===== config.mk =====
export PLATFORM = sky130hd
export DESIGN_NAME = program_sequencer
export DESIGN_NICKNAME = d
export VERILOG_FILES = /design/src/rtl/program_sequencer.sv
export SDC_FILE = /design/constraint.sdc
export NUM_CORES = 1
export LEC_CHECK = 0
export ABC_AREA = 1
export CAP_MARGIN = 20
export CORE_ASPECT_RATIO = 1.25
export CORE_UTILIZATION = 39
export CTS_CLUSTER_SIZE = 25
export DETAILED_ROUTE_END_ITERATION = 10
export GPL_TIMING_DRIVEN = 0
export HOLD_SLACK_MARGIN = 0.05
export PLACE_DENSITY = 0.75
export SYNTH_ARGS = -nofsm -noshare
export SYNTH_HDL_FRONTEND = slang
export SYNTH_SLANG_ARGS = --single-unit

===== constraint.sdc =====
create_clock -name clk -period 1.3 [get_ports clk]
set_input_delay 0.39 -clock clk [delete_from_list [all_inputs] [get_ports clk]]
set_output_delay 0.39 -clock clk [all_outputs]
set_load 0.01 [all_outputs]

===== src/rtl/program_sequencer.sv =====
// program_sequencer: program-memory address generator (page jumps, counted loop, hold); call/ret stack when PROGRAM_SEQUENCER_CALL_STACK_EN is defined
module program_sequencer #(
  parameter int AW = 8,
  parameter int LCW = 4,
  parameter int STACK_DEPTH = 4
) (
  input  logic           clk,
  input  logic           reset_n,
  input  logic           hold,
  input  logic           jmp,
  input  logic           jmp_nz,
  input  logic           r_eq_0,
  input  logic [3:0]     jmp_addr,
  input  logic           lc_load,
  input  logic [LCW-1:0] lc_data,
  input  logic           loop,
  input  logic           call,
  input  logic           ret,
  output logic [AW-1:0]  pm_addr,
  output logic [LCW-1:0] lc,
  output logic [2:0]     stack_depth,
  output logic           stack_err
);
  logic [AW-1:0] inc, target, seq_next, pm_next;
  logic lc_nz, stack_busy, loop_dec;
  assign inc = pm_addr + AW'(1);
  assign target = {pm_addr[AW-1:4], jmp_addr};
  assign lc_nz = |lc;
  assign seq_next = jmp ? target : jmp_nz ? (r_eq_0 ? inc : target) : (loop && lc_nz) ? target : inc;
  assign loop_dec = loop && lc_nz && !jmp && !jmp_nz && !stack_busy;
`ifdef PROGRAM_SEQUENCER_CALL_STACK_EN
  localparam int SW = STACK_DEPTH > 1 ? $clog2(STACK_DEPTH) : 1;
  logic [AW-1:0] stk [STACK_DEPTH];
  logic empty, full;
  assign empty = stack_depth == 3'd0;
  assign full = stack_depth >= 3'(STACK_DEPTH);
  assign stack_busy = call | ret;
  assign pm_next = ret ? (empty ? inc : stk[SW'(stack_depth - 3'd1)]) : call ? (full ? inc : target) : seq_next;
  always_ff @(posedge clk or negedge reset_n)
    if (!reset_n) begin
      stack_depth <= '0;
      stack_err <= 1'b0;
      for (int i = 0; i < STACK_DEPTH; i++) stk[i] <= '0;
    end else if (!hold) begin
      if (ret) begin
        if (empty) stack_err <= 1'b1;
        else stack_depth <= stack_depth - 3'd1;
      end else if (call) begin
        if (full) stack_err <= 1'b1;
        else begin
          stk[SW'(stack_depth)] <= inc;
          stack_depth <= stack_depth + 3'd1;
        end
      end
    end
`else
  logic unused_stack;
  assign unused_stack = &{1'b0, call, ret, 32'(STACK_DEPTH)};
  assign stack_busy = 1'b0;
  assign pm_next = seq_next;
  assign stack_depth = '0;
  assign stack_err = 1'b0;
`endif
  // lc_load overrides the loop decrement; the branch decision already used the old lc
  always_ff @(posedge clk or negedge reset_n)
    if (!reset_n) begin
      pm_addr <= '0;
      lc <= '0;
    end else if (!hold) begin
      pm_addr <= pm_next;
      lc <= lc_load ? lc_data : loop_dec ? lc - LCW'(1) : lc;
    end
endmodule


==> metrics.txt <==
Final min period 1.442 ns; sequential-to-total area share from yosys stat 0.3395; top cell type's share of synthesized area 0.3395; number of failing setup endpoints in the final timing report 9; final worst clock skew 0.003906 ns; cell at the slowest stage of the critical path dfrtp_1; post-synthesis register bit count 12; Yosys warning count 0; 1st-pass router iterations 4; sum of internal, switching and leakage power 1.581 mW; sum of net half-perimeters after detailed placement 1.564 mm; Worst path top cell family by delay simple AND/OR/NAND/NOR gates; count of cell types in the netlist 23; most common cell after layout, fill and taps aside nand2_1; sum of overflow across all layers after global routing 0; violated checks negative setup slack; worst path buffer plus inverter count 3; routed wire length per instance 11.55 um; synthesized instance count 127; Fin. Hold Viols 0; row count 18; setup repair after global routing missed its margin yes; Post-route DRC 0; Root Buffer Master clkbuf_4; post-synth top area cell dfrtp_1; post-synthesis cell area 884.6 um^2; horizontal extent of the die 44.60 um; IO Count 34; number of antenna violations at the first check in global routing 0; Critical Path Max Stage Delay 0.40 ns; Place WS -0.3726 ns; transition time at the pin with the least slew margin 0.5846 ns; clock latency of the later-clocked register in the worst-skew pair 0.28 ns; cells along the critical path buf_6 -> inv_4 -> ha_4 -> nand3_4 -> nand2_4 -> buf_4 -> nand3_1 -> nand3_1 -> nand2_1; clock edge transition at the registers on the reported setup and hold paths 0.09 ns; top area cells in the synthesized netlist dfrtp_1 (34%), nand2_1 (20%), inv_1 (8.1%), nand3_1 (4.5%), nand3_2 (4.5%); period utilization 1.109; CP Data Required Time 1.47 ns; final-layout worst hold slack 0.4763 ns; Non-Filler Instances 211; Critical Path Fanout Max 4; arrival time of data at the critical path endpoint 1.62 ns; Overall Global Routing Usage 0.2043; CTS Buffer Depth 2; power density over cell area 1115 mW/mm^2; Std-Cell Core Area 0.002049 mm^2; Leak Pwr 0.7521 nW; total number of vias 992; number of port buffers 27; CP Class flop to flop; number of global-route vias before repair 962; largest net degree at the start of global routing 13; CP most frequent cell nand3_1; mean number of vias per cell 4.701; max-cap violation count 0; type of element launching the critical path flop; placer congestion estimate 0.7761; Vert. Die Dim 55.25 um; worst path setup slack after routing -0.1421 ns; effective utilization at floorplan 0.4316; clock tree from TritonCTS yes; max-slew violation count 0; Avg Cell Area, Syn 6.965 um^2; top achievable clock speed 0.6934 GHz; worst voltage drop across the vdd grid 0.6809 mV; Starting DRT DRC Count 33; die outline area 0.002464 mm^2; number of cells in the design after placement 187; clock sink total 12; commonest non-fill, non-tap cells in the layout nand2_1 (44), buf_4 (22), inv_1 (16); diode insertion count for antenna repair 0; hold bufs inserted after CTS 0; DRT antenna net count 0; overall routed net length 2.436 mm; layout cell share with drive strength beyond 1 0.3591; Max-slew headroom 0.6091; number of nets in the final layout 202; element type at the critical path end flop; run status finished with violations; path category of the worst min-delay check input pin to async pin; total CTS buffers 3; number of H-tree levels 1; global-route wire length before repair 3.870 mm; P&R area growth vs syn 60.40%
metrics by stage:
step	instance area, um^2	setup TNS [ns]	utilization
floorplan	915.9	0	-
global placement	1224	-4.113	0.5971
detailed placement	1224	-4.557	0.5971
CTS	1413	-0.3753	0.6893
global route	1419	-1.389	0.6923
finish	1419	-0.6867	0.6923
cell families after synthesis:
family | share of synthesized area
AOI/OAI and AO/OA | 0.07355
xor gates and xnor gates | 0.01981
adders and majority gates | 0.02828
buffers and inverters | 0.1231
DFF | 0.3395
other | 0.004239
and+or+nand+nor | 0.4116
final cells by class:
class                      instances  area [um^2]
sequential                        12        301.5
clock buffer                       4        36.28
tap                               30        37.54
multi-input combinational         93        543.0
inverter                          21        83.83
buffer                             4        30.03
fill                             164        630.6
timing repair buffer              47        386.6
worst paths after layout:
check	from	to	slack (ns)	depth (start not counted)
worst max register to register	lc[1]$_DFFE_PN0P_	pm_addr[2]$_DFFE_PN0N_	-0.14	9
worst min-delay path	reset_n	pm_addr[6]$_DFFE_PN0P_	0.48	1
max in group asynchronous	reset_n	pm_addr[2]$_DFFE_PN0N_	0.41	1
worst min register to register	pm_addr[7]$_DFFE_PN0P_	pm_addr[7]$_DFFE_PN0P_	0.58	3
min in group clk	lc_load	lc[3]$_DFFE_PN0P_	0.57	5
worst max-delay path	lc[1]$_DFFE_PN0P_	pm_addr[2]$_DFFE_PN0N_	-0.14	9
state kept, by name, summed over array words and instances (netlist names):
name     count
lc           4
pm_addr      8
per-layer routing:
metal / track usage / up-vias / wire (um)
met4: 0.06926 / 0 / 21
li1: - / 491 / -
met2: 0.3613 / 34 / 1378
met1: 0.2459 / 463 / 942
met3: 0.02288 / 4 / 94
met5: 0 / - / 0
worst register-to-register path: stages (launching register included):
cell and delay, ns:
dfrtp_1 0.40, buf_6 0.13, inv_4 0.05, ha_4 0.14
nand3_4 0.10, nand2_4 0.12, buf_4 0.13, nand3_1 0.10
nand3_1 0.11, nand2_1 0.06
cells in the mapped netlist:
cell type	count
nand2_1	46
inv_1	19
dfrtp_1	12
nor2_1	9
nand3_1	8
buf_4	4
nand3_2	4
o21ai_0	4
o21ai_1	3
ha_1	2
inv_2	2
nand4_1	2
nor2_4	2
a21oi_1	1
a21oi_2	1
a21oi_4	1
conb_1	1
nand2_2	1
nand2_4	1
nand3_4	1
nand3b_1	1
xnor2_1	1
xor2_1	1
power breakdown:
part | switching, mW | internal, mW
clock network | 0.141 | 0.170
registers | 0.0384 | 0.437
logic | 0.400 | 0.394
total | 0.580 | 1.00
what timing repair did:
action,4_1_cts,5_1_grt
pin swaps,10,5
setup buffers,17,3
endpoints found under the setup margin,24,23
resized for setup,43,19
Power figures use the tool's default switching activity.
